File: src/rtl/vga_anim_pkg.sv
// Shared definitions for the VGA animation sequencer: register map,
// CTRL field layout, FSM states and shadow-register reset values.
package vga_anim_pkg;

    localparam logic [1:0] ADDR_CTRL = 2'd0;
    localparam logic [1:0] ADDR_DIV  = 2'd1;
    localparam logic [1:0] ADDR_LOAD = 2'd2;
    localparam logic [1:0] ADDR_CMD  = 2'd3;

    localparam int CTRL_EN_BIT  = 7;
    localparam int CTRL_PAT_LSB = 5;
    localparam int CTRL_DIR_BIT = 4;
    localparam int CTRL_STEP_W  = 4;

    typedef enum logic [1:0] {
        ST_RUN  = 2'd0,
        ST_STOP = 2'd1,
        ST_STEP = 2'd2
    } state_e;

    typedef struct packed {
        logic                   enable;
        logic [1:0]             pattern_sel;
        logic                   dir;
        logic [CTRL_STEP_W-1:0] step;
    } ctrl_t;

    typedef struct packed {
        logic step_req;
        logic load_req;
    } cmd_t;

    localparam ctrl_t      CTRL_RESET = '{enable: 1'b1, pattern_sel: 2'd0, dir: 1'b0, step: 4'd1};
    localparam logic [7:0] DIV_RESET  = 8'd0;
    localparam logic [7:0] LOAD_RESET = 8'd0;
    localparam cmd_t       CMD_RESET  = '{step_req: 1'b0, load_req: 1'b0};

    function automatic ctrl_t decode_ctrl(input logic [7:0] data);
        decode_ctrl.enable      = data[CTRL_EN_BIT];
        decode_ctrl.pattern_sel = data[CTRL_PAT_LSB +: 2];
        decode_ctrl.dir         = data[CTRL_DIR_BIT];
        decode_ctrl.step        = data[CTRL_STEP_W-1:0];
    endfunction

endpackage

File: src/rtl/vga_anim_cfg_if.sv
// Valid/ready configuration write port of the animation sequencer.
interface vga_anim_cfg_if;

    logic       cfg_valid;
    logic       cfg_ready;
    logic [1:0] cfg_addr;
    logic [7:0] cfg_data;

    modport master (output cfg_valid, output cfg_addr, output cfg_data, input cfg_ready);
    modport slave  (input cfg_valid, input cfg_addr, input cfg_data, output cfg_ready);

endinterface

File: src/rtl/vga_anim_sequencer_regs.sv
// Shadow register file: accepts config writes between frame ticks and
// clears the one-shot command bits when the frame tick consumes them.
module vga_anim_sequencer_regs
    import vga_anim_pkg::*;
(
    input  logic                 clk,
    input  logic                 rst_n,
    input  logic                 frame_tick,
    vga_anim_cfg_if.slave        cfg,
    output ctrl_t                shadow_ctrl,
    output logic [7:0]           shadow_div,
    output logic [7:0]           shadow_load,
    output cmd_t                 shadow_cmd
);

    ctrl_t      ctrl_q, ctrl_d;
    logic [7:0] div_q, div_d;
    logic [7:0] load_q, load_d;
    cmd_t       cmd_q, cmd_d;

    // Refusing writes on the tick cycle keeps a write and a commit from ever coinciding.
    assign cfg.cfg_ready = ~frame_tick;

    // NOTE: every always_comb target gets a default first so no latch is inferred.
    always_comb begin
        ctrl_d = ctrl_q;
        div_d  = div_q;
        load_d = load_q;
        cmd_d  = cmd_q;
        if (frame_tick) begin
            cmd_d = CMD_RESET;
        end else if (cfg.cfg_valid) begin
            unique case (cfg.cfg_addr)
                ADDR_CTRL: ctrl_d = decode_ctrl(cfg.cfg_data);
                ADDR_DIV:  div_d  = cfg.cfg_data;
                ADDR_LOAD: load_d = cfg.cfg_data;
                ADDR_CMD: begin
                    cmd_d.load_req = cmd_q.load_req | cfg.cfg_data[0];
                    cmd_d.step_req = cmd_q.step_req | cfg.cfg_data[1];
                end
                default: ;
            endcase
        end
    end

    // NOTE: sequential state uses non-blocking assignments only.
    always_ff @(posedge clk or negedge rst_n) begin
        if (!rst_n) begin
            ctrl_q <= CTRL_RESET;
            div_q  <= DIV_RESET;
            load_q <= LOAD_RESET;
            cmd_q  <= CMD_RESET;
        end else begin
            ctrl_q <= ctrl_d;
            div_q  <= div_d;
            load_q <= load_d;
            cmd_q  <= cmd_d;
        end
    end

    assign shadow_ctrl = ctrl_q;
    assign shadow_div  = div_q;
    assign shadow_load = load_q;
    assign shadow_cmd  = cmd_q;

endmodule

File: src/rtl/vga_anim_sequencer.sv
// Frame-synchronous animation phase source: commits shadow config at each
// frame tick and runs the RUN/STOP/STEP sequencer, divider and phase adder.
module vga_anim_sequencer
    import vga_anim_pkg::*;
#(
    parameter int PHASE_W = 10,
    parameter int STEP_W  = 4
) (
    input  logic               clk,
    input  logic               rst_n,
    input  logic               frame_tick,
    vga_anim_cfg_if.slave      cfg,
    output logic [PHASE_W-1:0] phase,
    output logic [1:0]         pattern_sel,
    output logic               commit,
    output logic               running
);

    ctrl_t      shadow_ctrl;
    logic [7:0] shadow_div;
    logic [7:0] shadow_load;
    cmd_t       shadow_cmd;

    vga_anim_sequencer_regs u_regs (
        .clk         (clk),
        .rst_n       (rst_n),
        .frame_tick  (frame_tick),
        .cfg         (cfg),
        .shadow_ctrl (shadow_ctrl),
        .shadow_div  (shadow_div),
        .shadow_load (shadow_load),
        .shadow_cmd  (shadow_cmd)
    );

    state_e             state_q, state_d;
    ctrl_t              act_ctrl_q, act_ctrl_d;
    logic [7:0]         act_div_q, act_div_d;
    logic [7:0]         div_cnt_q, div_cnt_d;
    logic [PHASE_W-1:0] phase_q, phase_d;
    logic               commit_q, commit_d;

    logic [STEP_W-1:0]  step_a;
    logic [PHASE_W-1:0] phase_adv;

    assign step_a    = STEP_W'(act_ctrl_q.step);
    assign phase_adv = act_ctrl_q.dir ? phase_q - PHASE_W'(step_a)
                                      : phase_q + PHASE_W'(step_a);

    always_comb begin
        state_d    = state_q;
        act_ctrl_d = act_ctrl_q;
        act_div_d  = act_div_q;
        div_cnt_d  = div_cnt_q;
        phase_d    = phase_q;
        commit_d   = 1'b0;
        if (frame_tick) begin
            commit_d   = 1'b1;
            act_ctrl_d = shadow_ctrl;
            act_div_d  = shadow_div;
            // This frame's advance uses the pre-commit active settings.
            if (shadow_cmd.load_req) begin
                phase_d   = PHASE_W'(shadow_load);
                div_cnt_d = '0;
            end else begin
                unique case (state_q)
                    ST_RUN: begin
                        // >= lets a shrunken DIV fire at once instead of wrapping the counter.
                        if (div_cnt_q >= act_div_q) begin
                            phase_d   = phase_adv;
                            div_cnt_d = '0;
                        end else begin
                            div_cnt_d = div_cnt_q + 8'd1;
                        end
                    end
                    ST_STEP: begin
                        phase_d   = phase_adv;
                        div_cnt_d = '0;
                    end
                    default: ;
                endcase
            end
            unique case (state_q)
                ST_RUN:  state_d = shadow_ctrl.enable ? ST_RUN : ST_STOP;
                default: state_d = shadow_ctrl.enable  ? ST_RUN  :
                                   shadow_cmd.step_req ? ST_STEP : ST_STOP;
            endcase
        end
    end

    always_ff @(posedge clk or negedge rst_n) begin
        if (!rst_n) begin
            state_q    <= ST_RUN;
            act_ctrl_q <= CTRL_RESET;
            act_div_q  <= DIV_RESET;
            div_cnt_q  <= '0;
            phase_q    <= '0;
            commit_q   <= 1'b0;
        end else begin
            state_q    <= state_d;
            act_ctrl_q <= act_ctrl_d;
            act_div_q  <= act_div_d;
            div_cnt_q  <= div_cnt_d;
            phase_q    <= phase_d;
            commit_q   <= commit_d;
        end
    end

    assign phase       = phase_q;
    assign pattern_sel = act_ctrl_q.pattern_sel;
    assign commit      = commit_q;
    assign running     = (state_q == ST_RUN);

endmodule

File: src/flat_wrapper.sv
// flat-port wrapper written by rule: the top's interface ports become plain ports
module vga_anim_sequencer_flat import vga_anim_pkg::*;
#(
    parameter int PHASE_W = 10,
    parameter int STEP_W  = 4
)
  (clk, rst_n, frame_tick, phase, pattern_sel, commit, running, cfg_cfg_valid, cfg_cfg_addr, cfg_cfg_data, cfg_cfg_ready);
  vga_anim_cfg_if cfg_i ();
  input  logic clk;
  input  logic rst_n;
  input  logic frame_tick;
  output logic [PHASE_W-1:0] phase;
  output logic [1:0] pattern_sel;
  output logic commit;
  output logic running;
  input wire logic [$bits(cfg_i.cfg_valid)-1:0] cfg_cfg_valid;
  input wire logic [$bits(cfg_i.cfg_addr)-1:0] cfg_cfg_addr;
  input wire logic [$bits(cfg_i.cfg_data)-1:0] cfg_cfg_data;
  output wire logic [$bits(cfg_i.cfg_ready)-1:0] cfg_cfg_ready;
  assign cfg_i.cfg_valid = cfg_cfg_valid;
  assign cfg_i.cfg_addr = cfg_cfg_addr;
  assign cfg_i.cfg_data = cfg_cfg_data;
  assign cfg_cfg_ready = cfg_i.cfg_ready;
  vga_anim_sequencer #(.PHASE_W(PHASE_W), .STEP_W(STEP_W)) u_core (.clk(clk), .rst_n(rst_n), .frame_tick(frame_tick), .cfg(cfg_i), .phase(phase), .pattern_sel(pattern_sel), .commit(commit), .running(running));
endmodule
File: config.mk
export PLATFORM = sky130hd
export DESIGN_NAME = vga_anim_sequencer_flat
export DESIGN_NICKNAME = d
export VERILOG_FILES = /design/src/rtl/vga_anim_pkg.sv /design/src/rtl/vga_anim_cfg_if.sv /design/src/rtl/vga_anim_sequencer_regs.sv /design/src/rtl/vga_anim_sequencer.sv /design/src/flat_wrapper.sv
export SDC_FILE = /design/constraint.sdc
export NUM_CORES = 1
export LEC_CHECK = 0
export ABC_CLOCK_PERIOD_IN_PS = 5900
export CAP_MARGIN = 15
export CELL_PAD_IN_SITES_DETAIL_PLACEMENT = 0
export CELL_PAD_IN_SITES_GLOBAL_PLACEMENT = 2
export CORE_UTILIZATION = 41
export CTS_BUF_LIST = sky130_fd_sc_hd__clkbuf_16
export DETAILED_ROUTE_END_ITERATION = 6
export PLACE_DENSITY_LB_ADDON = 0.3
export SYNTH_ARGS = -nofsm -noshare
export SYNTH_HDL_FRONTEND = slang
export SYNTH_HIERARCHICAL = 1
export SYNTH_SLANG_ARGS = --single-unit
File: constraint.sdc
create_clock -name clk -period 5.9 [get_ports clk]
set_clock_uncertainty 0.1 [all_clocks]
set_input_delay 0.59 -clock clk [delete_from_list [all_inputs] [get_ports clk]]
set_output_delay 0.59 -clock clk [all_outputs]
set_load 0.005 [all_outputs]
======== Yosys cells after proc, flatten, opt, wreduce, memory -nomap -nowiden ========
Cells that the tools add are included.
word-level totals
  bits in latches ......................... 0
  ROM bits ................................ 0
  register bits ........................... 62
  bits in writable memories ............... 0
  memories ................................ 0
  input bits .............................. 14
operators by class
  reduce and logical (&&, ||, !) cells .... 11
  shift-type cells ........................ 0
  bitwise operators ....................... 3
  $lt $le $gt $ge ......................... 1
  add/subtract/negate cells ............... 3
  mux-type cells .......................... 15
  div/mod/pow operators ................... 0
  equality and inequality tests ........... 5
  $mul .................................... 0
operators by type and width
  kind                                                  count
  two-way mux 10 bit                                    3
  case mux 10 bit (2 select lines)                      1
  two-way mux 8 bit                                     2
  case mux 8 bit (2 select lines)                       1
  two-way mux 2 bit                                     6
  AND reduction 3 bit                                   4
  adder 10 x 4 -> 10 bit                                1
  subtractor 10 x 4 -> 10 bit                           1
  adder 8 x 1 -> 8 bit (second input constant)          1
  >= comparator 8 bit                                   1
  equality test 2 bit (second input constant)           3
  logical NOT 2 bit                                     2
  AND reduction 2 bit                                   2
  nonzero test 2 bit                                    2
  != test 3 x 1 -> 1 bit (second input constant)        1
  nonzero test 3 bit                                    1
  equality test 2 x 1 -> 1 bit (second input constant)  1
  two-way mux 1 bit                                     2
  OR 1 bit                                              2
  NOT 1 bit                                             1

======== Longest topological paths before layout ========
Gate-level depths: netlist (run 1).
  word-level depth ........................ 5
  depth in mapped cells ................... 11
  gate-level depth less buffers ........... 11

======== Cells and area by module ========
Netlist (run 1), hierarchy kept.
by module, submodules not included
  module                   instances  cells an instance  area an instance (um^2)
  vga_anim_sequencer       1          233                2233.4
  vga_anim_sequencer_regs  1          60                 1011.0

======== Least setup slack after synthesis (run 1) ========
Ideal clock, no wire load.
  kind .................................... register to register
  start point ............................. reg u_core.act_ctrl_q, in the netlist u_core/step_a[0]
  end point ............................... reg u_core.phase_q[9] (netlist: u_core/phase[9])
  buffers on the path ..................... 0
  period minus slack after synthesis ...... 2.561 ns
  setup time .............................. 0.126 ns
  arrival time ............................ 2.335 ns
  setup slack ............................. 3.339 ns
  stages on the path, launching flop included .. 12
  required time ........................... 5.674 ns
  cell sequence ........................... dfstp_2 inv_1 ha_1 mux2_2 inv_1 ha_1 nand2b_1 a21oi_1 o21ai_1 mux2i_1 a311oi_1 a221o_1
between the ends
  word-level cells in the longest chain between the ends .. 5
  elaborated cells between the ends (all ways) .. 6
  classes of those cells .................. add/sub: 2; mux: 4
ends and longest elaborated chain
  item                                                                          RTL line                                            RTL
  start: declaration                                                            vga_anim_sequencer.sv:36                            ctrl_t act_ctrl_q, act_ctrl_d;
  start signal: assignment                                                      vga_anim_sequencer.sv:100                           act_ctrl_q <= act_ctrl_d;
  adder 10 x 4 -> 10 bit / subtractor 10 x 4 -> 10 bit (equally long branches)  vga_anim_sequencer.sv:47, vga_anim_sequencer.sv:46
  two-way mux 10 bit *                                                          vga_anim_sequencer.sv:46                            assign phase_adv = act_ctrl_q.dir ? phase_q - PHASE_W'(step_a)
  two-way mux 10 bit                                                            vga_anim_sequencer.sv:68                            if (div_cnt_q >= act_div_q) begin
  case mux 10 bit (2 select lines) *                                            vga_anim_sequencer.sv:65                            unique case (state_q)
  two-way mux 10 bit *                                                          vga_anim_sequencer.sv:61                            if (shadow_cmd.load_req) begin
  end signal: assignment                                                        vga_anim_sequencer.sv:103                           phase_q <= phase_d;
  end: declaration                                                              vga_anim_sequencer.sv:39                            logic [PHASE_W-1:0] phase_q, phase_d;
Mark *: on every way between the ends. The rest lies on a longest branch, timed or not. The select of a mux whose other input is x is not followed.
A chain may end at the register's enable or synchronous reset.

======== Final worst setup path (run 1) ========
Same ends and word-level chain as after synthesis.

==> metrics.csv, run 1 <==
metric;value;unit
rsz0062_at_grt;false;
report.final.slew_viol_count;0;
p_per_area;474;nW/um2
cp-end-kind;flop;
grt_max_degree;63;
grt_use_total;17.5;%
core;7690;um2
ys_top_cells_by_count;59 x dfrtp_1, 30 x mux2_2, 23 x nor2_1;
outcome;complete, no violations;
ir_drop;0.173;mV
htreeDepth;3;
cpPeakStageDelay;0.55;ns
setup_viol_count_final;0;
crit_arrival;2.92;ns
fin_cells;429;
max_freq;355;MHz
reg2reg_to;u_core/phase[9];
via_per_inst;5.10;
synth.most_common_cell;dfrtp_1;
finalCriticalPeriod;2.82;ns
drt_wl_total;6580;um
postCtsSetupBuffers;0;
synth_nets;328;
grt_first_pass_wirelength;11100;um
rows;32;
start_util;42.2;%
die_y;91.0;um
ys_ff_latch;62;
yosys_warnings;6;
postSynth.asyncResetShare;100;%
netSwitchingFraction;32.3;%
yosys-top-cells-area;dfrtp_1 46%, mux2_2 10%, ha_1 7.7%, nor2_1 2.7%, o21ai_0 2.5%;
wl_per_cell;15.3;um
drtIter0Drc;124;
worst-path-max-fanout;3;
hpwl;4590;um
ys_types;52;
cts_resized;0;
avgSynthCellArea;11.1;um2
cp.buffers_inverters;2;
startpoint;u_core/step_a[0];
hold_buffers;0;
yosysSeqAreaShare;47.9;%
period_share;47.7;%
reg2reg_slack;3.08;ns
antenna_found_initial;0;
final_util;51.0;%
ys.flop_type;dfrtp_1;
clock_sinks;62;
num_vias;2190;
crit_end;u_core/phase[9];
yosysTopAreaCell;dfrtp_1;
io_buffers;28;
die_area;8270;um2
slowest_stage;dfstp_2;
cts_buffers;9;
worstMarginPinSlew;0.917;ns
clockPowerShare;30.3;%
maxCapViolCount;0;
reg2reg_depth;11;
clk_path_buf_depth;2;
fin_hold_ws;0.341;ns
switching_power;0.600;mW
comb_power_share;36.9;%
gp_congestion;0.765;
layout-drive-gt1-share;19.0;%
p_leak;1.73;nW
syn-cell-area;3240;um2
cp.depth;11;
fill_cells;707;
grt_pass1_vias;2162;
area_growth;20.8;%
fp.dieW;91.0;um
path_cells;inv_1 -> ha_1 -> mux2_2 -> inv_1 -> ha_1 -> nand2b_1 -> a21oi_1 -> o21ai_1 -> mux2i_1 -> a311oi_1 -> a221o_1;
antenna_left;0;
root_buffer;clkbuf_16;
cts_tree;built;
worstReg2RegStart;u_core/step_a[0];
intPower;1.26;mW
min_path_type;input port to async pin;
clk_latency;0.32;ns
total_power;1.86;mW
final_net_count;357;
grt-ovfl-total;0;
n_antenna_cell;0;
fin_setup_tns;0;ns
synth_top_cell_area_share;45.5;%
dpl_cell_area;3600;um2
cp-start-kind;flop;
top_level_ports;29;
syn_inst;293;
synth-edff-count;0;
max_slew_margin;38.9;%
dp_slack;3.12;ns
p_seq_share;32.8;%
drc;0;
first_pass_iters;4;
cp_top_family;compound AO/OA/AOI/OAI gates;
stdcell_area;3920;um2
critical_path_required;6.00;ns
fin_ws;3.08;ns
clkSlewWorstSetupHoldPaths;0.06;ns
critPathKind;flop to flop;
final-hold-violation-count;0;
post-place-cells;413;
-- kinds of logic after synthesis --
| kind of cell | synth area share, % |
|---|---|
| AO/OA/AOI/OAI | 13.3 |
| XOR/XNOR | 2.43 |
| adder cells (fa/ha/maj) | 8.33 |
| buffers and inverters | 3.97 |
| flip-flops | 47.9 |
| multiplexers | 12.0 |
| AND/OR/NAND/NOR | 12.0 |
-- power by group through the flow --
| stage | logic, mW | clock network, mW | registers, mW |
|---|---|---|---|
| after floorplan | 0.507 | 0 | 0.597 |
| after global placement | 0.677 | 0 | 0.617 |
| final | 0.686 | 0.562 | 0.610 |
| after detailed placement | 0.685 | 0 | 0.619 |
| after global routing | 0.775 | 0.599 | 0.627 |
| after CTS | 0.691 | 0.575 | 0.612 |
-- registers in the layout (all words and copies together), names as in the netlist, 2 cells and up --
register and cells:
u_core/u_regs/shadow_div 8, u_core/pattern_sel 2, u_core/u_regs/shadow_cmd 2, u_core/phase 10, u_core/state_q 2, u_core/div_cnt_q 8
u_core/step_a 4, u_core/u_regs/shadow_load 8, u_core/act_div_q 8, u_core/u_regs/shadow_ctrl 8
-- worst register-to-register path, stage by stage, from the launching register on --
cell and delay (ns):
dfstp_2 0.55, inv_1 0.06, ha_1 0.28, mux2_2 0.29, inv_1 0.06, ha_1 0.22
nand2b_1 0.10, a21oi_1 0.11, o21ai_1 0.26, mux2i_1 0.26, a311oi_1 0.11, a221o_1 0.29
-- metal layers --
metal	GRT usage, %	routed length, um	up-vias
li1	-	-	1105
met1	26.3	3540	1045
met2	24.6	2740	32
met3	4.36	225	8
met4	5.16	71	0
met5	0	0	-
-- final cells by class --
type / instances / area, um2 / area share, %
multi-input cells: 202 / 1560 / 39.8
flip-flops and latches: 62 / 1560 / 39.7
repair buffers: 30 / 290 / 7.41
clock buffers: 9 / 225 / 5.75
well taps: 102 / 128 / 3.26
clock inverters: 7 / 97.6 / 2.49
inverters: 17 / 63.8 / 1.63
-- worst min path at each step --
stage	startpoint	to	slack, ns	cells after the start
2_1_floorplan	rst_n	u_core/act_ctrl_q[4]	0.19	0
3_3_place_gp	u_core/u_regs/shadow_div[6]	u_core/act_div_q[6]	0.36	2
3_5_place_dp	u_core/u_regs/shadow_ctrl[3]	u_core/step_a[3]	0.37	2
4_1_cts	rst_n	u_core/phase[2]	0.38	2
5_1_grt	u_core/u_regs/shadow_ctrl[3]	u_core/step_a[3]	0.40	2
6_report	rst_n	u_core/div_cnt_q[0]	0.34	2
-- cells in the final DEF, fill, tap and decap left out, drive strengths merged, types with 5 or more instances in the layout --
cell type,count
nor2,23
and3,5
clkdlybuf4s50,27
clkbuf,9
nand2,21
dfrtp,59
mux2,31
inv,18
a21oi,13
o21ai,21
nor3,6
xor2,6
ha,20
Power figures use the tool's default switching activity.
==> run 2: changes to the inputs <==
- ABC_CLOCK_PERIOD_IN_PS: 5900 -> 2900
- CORE_UTILIZATION: 41 -> 38
- clock period: 5.9 -> 2.9 ns (I/O delays scaled with it)
==> run 2 against run 1 <==
Compared with the run above: critical path depth down 1; sequential power up 100%; final cell count up 1.2%; first-iteration DRC count down 31%; combinational power up 110%; critical path type unchanged; largest cell class unchanged.
==> metrics.csv, run 2 (synthesized netlist as in run 1, its figures left out) <==
metric;value;unit;change
gp_congestion;0.738;;-3.5%
critical_path_required;3.03;ns;-2.97 ns
clock_sinks;62;;unchanged
io_buffers;28;;unchanged
rows;33;;+3.1%
critPathKind;flop to flop;;
grt_max_degree;63;;unchanged
max_slew_margin;44.9;%;+6.0 points
clkSlewWorstSetupHoldPaths;0.05;ns;about the same
first_pass_iters;4;;unchanged
worst-path-max-fanout;3;;unchanged
grt-ovfl-total;0;;unchanged
final_cell_mix;59 x dfrtp_1, 30 x mux2_2, 27 x clkdlybuf4s50_1, 23 x nor2_1, 21 x nand2_1;;
p_leak;1.73;nW;about the same
n_antenna_cell;0;;unchanged
dp_slack;0.130;ns;-2.99 ns
fp.dieW;94.4;um;+3.8%
crit_arrival;2.84;ns;-0.08 ns
grt_pass1_vias;2203;;+1.9%
hold_buffers;0;;unchanged
cts_tree;built;;
max_freq;368;MHz;+3.8%
drtIter0Drc;86;;-31%
period_share;93.6;%;+46 points
min_path_type;input port to async pin;;
wl_per_cell;15.2;um;-0.90%
slowest_stage;dfstp_2;;
mostFrequentLayoutCell;dfrtp_1;;
report.final.slew_viol_count;0;;unchanged
fin_ws;0.186;ns;-2.90 ns
cts_buffers;9;;unchanged
antenna_found_initial;0;;unchanged
top_level_ports;29;;unchanged
final-hold-violation-count;0;;unchanged
largest_reg_flops;10;;unchanged
htreeDepth;3;;unchanged
cp-end-kind;flop;;
area_growth;20.9;%;about the same
rsz0062_at_grt;false;;
grt_use_total;16.8;%;-0.62 points
worstMarginPinSlew;0.826;ns;-0.0906 ns
path_cells;inv_1 -> ha_1 -> mux2_2 -> fa_1 -> nor2b_1 -> o21ai_1 -> a21oi_2 -> o41ai_1 -> xor2_1 -> o31ai_1;;
antenna_left;0;;unchanged
cpPeakStageDelay;0.55;ns;about the same
die_area;8910;um2;+7.7%
maxCapViolCount;0;;unchanged
fill_cells;791;;+12%
via_per_inst;5.12;;+0.38%
post-place-cells;418;;+1.2%
layout-drive-gt1-share;19.8;%;+0.80 points
core;8260;um2;+7.4%
num_vias;2224;;+1.6%
drt_wl_total;6600;um;+0.26%
fin_cells;434;;+1.2%
setup_viol_count_final;0;;unchanged
clk_latency;0.32;ns;about the same
cp-start-kind;flop;;
finalCriticalPeriod;2.71;ns;-0.103 ns
die_y;94.4;um;+3.8%
fin_setup_tns;0;ns;unchanged
grt_first_pass_wirelength;11100;um;about the same
drc;0;;unchanged
final_net_count;359;;+0.56%
p_per_area;947;nW/um2;+100%
root_buffer;clkbuf_16;;
hpwl;4590;um;about the same
start_util;39.3;%;-2.9 points
ir_drop;0.381;mV;+120%
outcome;complete, no violations;;
clk_path_buf_depth;2;;unchanged
## run 2: layout make-up
cell class,instances,area (um2),area share (%)
clock buffers,9,225,5.74
flip-flops and latches,62,1560,39.6
inverters,17,63.8,1.63
repair buffers,32,305,7.78
well taps,105,131,3.35
clock inverters,7,75.1,1.91
multi-input cells,202,1570,40.0
## run 2: worst paths after layout
path | from | to | slack, ns | cells after the start
worst min-delay path | rst_n | u_core/div_cnt_q[5] | 0.04 | 2
worst min register to register | u_core/u_regs/shadow_div[1] | u_core/act_div_q[1] | 0.38 | 2
worst max-delay path | u_core/step_a[0] | u_core/phase[8] | 0.19 | 10
worst max register to register | u_core/step_a[0] | u_core/phase[8] | 0.19 | 10
max in group asynchronous | rst_n | u_core/state_q[0] | 2.11 | 2
min in group clk | u_core/u_regs/shadow_div[1] | u_core/act_div_q[1] | 0.38 | 2
## run 2: per-layer routing
layer / vias to the layer above / GRT usage, % / wire length, um
met5: - / 0 / 0
met1: 1083 / 23.7 / 3370
met4: 0 / 4.74 / 44
met2: 34 / 25.0 / 2920
li1: 1103 / - / -
met3: 4 / 5.15 / 274
## run 2: critical path, delay by kind of cell (launching register included)
kind | cells | cell delay [ns]
AO/OA/AOI/OAI | 4 | 0.61
XOR/XNOR | 1 | 0.15
adder cells (fa/ha/maj) | 2 | 0.70
buffers and inverters | 1 | 0.06
flip-flops | 1 | 0.55
multiplexers | 1 | 0.28
AND/OR/NAND/NOR | 1 | 0.19
## run 2: repair_timing
item,CTS,global route
resized for setup,0,2
setup endpoints to repair,0,2
endpoints found under the hold margin,0,0
buffers inserted,0,0
## run 2: report_power, final
group / internal, mW / switching, mW / leakage (nW)
logic: 0.730 / 0.685 / 0.841
registers: 1.08 / 0.154 / 0.749
clock network: 0.666 / 0.396 / 0.139
## run 2: through the flow
stage          area, um2  util (%)  power [mW]  hold slack, ns
2_1_floorplan       3240         -        2.25          -0.106
3_3_place_gp        3620      43.8        2.65           0.362
3_5_place_dp        3620      43.8        2.66           0.370
4_1_cts             3920      47.4        3.74          0.0865
5_1_grt             3920      47.5        4.01           0.128
6_report            3920      47.5        3.71          0.0417
==> run 3: changes to the inputs <==
- SYNTH_HIERARCHICAL: 1 -> unset
- TNS_END_PERCENT: unset -> 20
==> run 3 against run 2 <==
Compared with the run above: clock power rose by 18%; fmax rose by 0.29%; area after synthesis rose by 2.1%; wire length rose by 3.6%; synthesized cell count grew 4.8%; hold slack better by 0.33 ns; final cell count grew 3.9%; critical endpoint is now u_core.phase[8].
==> metrics.csv, run 3 <==
metric;value;unit;change
period_share;93.3;%;-0.27 points
final_net_count;376;;+4.7%
reg2reg_depth;10;;unchanged
min_path_type;flop to flop;;
final_cell_mix;59 x dfrtp_1, 30 x mux2_2, 28 x nand2_1, 27 x clkdlybuf4s50_1, 22 x o21ai_0;;
worst-path-max-fanout;4;;+1
layout-drive-gt1-share;22.3;%;+2.5 points
root_buffer;clkbuf_16;;
start_util;39.7;%;+0.44 points
final_util;48.8;%;+1.3 points
reg2reg_to;u_core.phase[8];;
via_per_inst;5.19;;+1.3%
cp-end-kind;flop;;
mostFrequentLayoutCell;dfrtp_1;;
yosysTopAreaCell;dfrtp_1;;
rsz0062_at_grt;false;;
ys_ff_latch;62;;unchanged
htreeDepth;3;;unchanged
grt_max_degree;38;;-40%
critPathKind;flop to flop;;
die_y;95.4;um;+1.0%
cts_buffers;9;;unchanged
hpwl;5020;um;+9.4%
ys.flop_type;dfrtp_1;;
worstMarginPinSlew;1.04;ns;+0.216 ns
ir_drop;0.407;mV;+6.9%
stdcell_area;4070;um2;+3.8%
fin_setup_tns;0;ns;unchanged
fin_cells;451;;+3.9%
reg2reg_slack;0.19;ns;about the same
antenna_found_initial;0;;unchanged
cts_tree;built;;
max_freq;370;MHz;+0.29%
p_leak;1.77;nW;+2.4%
clk_path_buf_depth;2;;unchanged
synth-edff-count;0;;unchanged
wl_per_cell;15.2;um;-0.34%
final-hold-violation-count;0;;unchanged
ys_types;55;;+5.8%
synth_nets;342;;+4.3%
n_antenna_cell;0;;unchanged
report.final.slew_viol_count;0;;unchanged
yosysSeqAreaShare;46.9;%;-1.0 points
fill_cells;785;;-0.76%
fin_ws;0.194;ns;+0.00775 ns
startpoint;u_core.step_a[0];;
rows;33;;unchanged
fp.dieW;95.4;um;+1.0%
setup_viol_count_final;0;;unchanged
postSynth.asyncResetShare;100;%;unchanged
grt-ovfl-total;0;;unchanged
syn_inst;307;;+4.8%
worstReg2RegStart;u_core.step_a[0];;
area_growth;22.9;%;
multi_input_area;1620;um2;+3.3%
syn-cell-area;3310;um2;+2.1%
grt_first_pass_wirelength;11700;um;+5.9%
intPower;2.69;mW;+8.7%
clkSlewWorstSetupHoldPaths;0.06;ns;about the same
first_pass_iters;4;;unchanged
regArea;1560;um2;unchanged
netSwitchingFraction;32.9;%;-0.38 points
drc;0;;unchanged
die_area;9100;um2;+2.1%
comb_power_share;37.4;%;-0.7 points
crit_end;u_core.phase[8];;
drt_wl_total;6840;um;+3.6%
synth_top_cell_area_share;44.6;%;-0.95 points
switching_power;1.32;mW;+6.8%
clk_latency;0.33;ns;about the same
antenna_left;0;;unchanged
clock_sinks;62;;unchanged
p_per_area;986;nW/um2;+4.1%
critical_path_required;3.02;ns;about the same
maxCapViolCount;0;;unchanged
grt_pass1_vias;2295;;+4.2%
yosys_warnings;0;;-6
clockPowerShare;31.0;%;+2.4 points
p_seq_share;31.5;%;-1.8 points
cp-start-kind;flop;;
finalCriticalPeriod;2.71;ns;-0.00775 ns
fin_hold_ws;0.376;ns;+0.334 ns
core;8340;um2;+1.0%
post-place-cells;434;;+3.8%
outcome;complete, no violations;;
gp_congestion;0.776;;+5.2%
crit_arrival;2.82;ns;-0.02 ns
grt_use_total;17.4;%;+0.59 points
num_vias;2342;;+5.3%
top_level_ports;29;;unchanged
dpl_cell_area;3700;um2;+2.5%
io_buffers;28;;unchanged
max_slew_margin;30.5;%;-14 points
ys_top_cells_by_count;59 x dfrtp_1, 30 x mux2_2, 28 x nand2_1;;
total_power;4.01;mW;+8.1%
drtIter0Drc;82;;-4.7%
yosys-top-cells-area;dfrtp_1 45%, mux2_2 10%, ha_1 7.6%, o21ai_0 3.3%, nand2_1 3.2%;;
synth.most_common_cell;dfrtp_1;;
avgSynthCellArea;10.8;um2;-2.5%
largest_reg_flops;10;;unchanged
dp_slack;0.0311;ns;-0.0992 ns
run 3: cell count changes after synthesis, sizes merged, moves of 3 or more:
cell,change
nor2,-4
a21oi,+5
o21ai,+5
mux2i,-3
nor2b,+3
nand2,+7
run 3: power groups by stage:
stage	clock network (mW)	logic, mW	registers [mW]
floorplan	0	1.08	1.24
global placement	0	1.46	1.27
detailed placement	0	1.48	1.28
CTS	1.27	1.49	1.27
global route	1.31	1.72	1.30
finish	1.25	1.50	1.27
run 3: repair_timing:
item                                    CTS  global route
hold endpoints to repair                 29             0
endpoints found under the setup margin    0             3
hold buffers                              1             0
resized for setup                         0             4
buffers inserted                          0             0
run 3: how the worst min path moves through the flow:
stage,start,to,slack (ns),depth (start not counted)
final,u_core.u_regs.shadow_div[2],u_core.act_div_q[2],0.38,2
after global routing,u_core.u_regs.shadow_div[3],u_core.act_div_q[3],0.41,2
after CTS,u_core.u_regs.shadow_div[4],u_core.act_div_q[4],0.38,2
after detailed placement,rst_n,u_core.u_regs.shadow_div[1],0.31,1
after global placement,rst_n,u_core.u_regs.shadow_div[2],0.29,1
after floorplan,rst_n,u_core.act_ctrl_q[4],-0.11,0
run 3: cells by family (layout without fill, tap and decap cells):
| kind of cell | after synthesis | after routing | share of synthesized area (%) |
|---|---|---|---|
| compound gates | 63 | 63 | 12.8 |
| flops | 62 | 62 | 46.9 |
| mux | 31 | 31 | 10.5 |
| fa+ha+maj | 21 | 21 | 8.16 |
| xor+xnor | 8 | 8 | 2.11 |
| simple gates | 90 | 90 | 15.0 |
| buf+inv | 32 | 71 | 4.57 |
run 3: cell type report:
cell class                      instances  share of cell area, %
Clock buffer                            9                   5.53
Timing Repair Buffer                   36                   8.60
Multi-Input combinational cell        213                   39.8
Tap cell                              105                   3.23
Clock inverter                          7                   2.95
Inverter                               19                   1.75
Sequential cell                        62                   38.2
run 3: per-layer routing:
metal	share of wire (%)	vias up	global-route usage [%]
met3	2.6	7	3.11
li1	-	1161	-
met5	0	-	0
met1	53	1144	25.4
met4	1.2	0	7.46
met2	44	30	25.4
run 3: critical path, cell delays in order (launching register included):
cell     delay, ns
dfstp_2       0.57
inv_1         0.07
ha_1          0.29
mux2_2        0.28
fa_2          0.35
nor2b_2       0.15
o21ai_2       0.08
a21oi_2       0.23
o41ai_2       0.10
xnor2_1       0.13
a31o_2        0.25
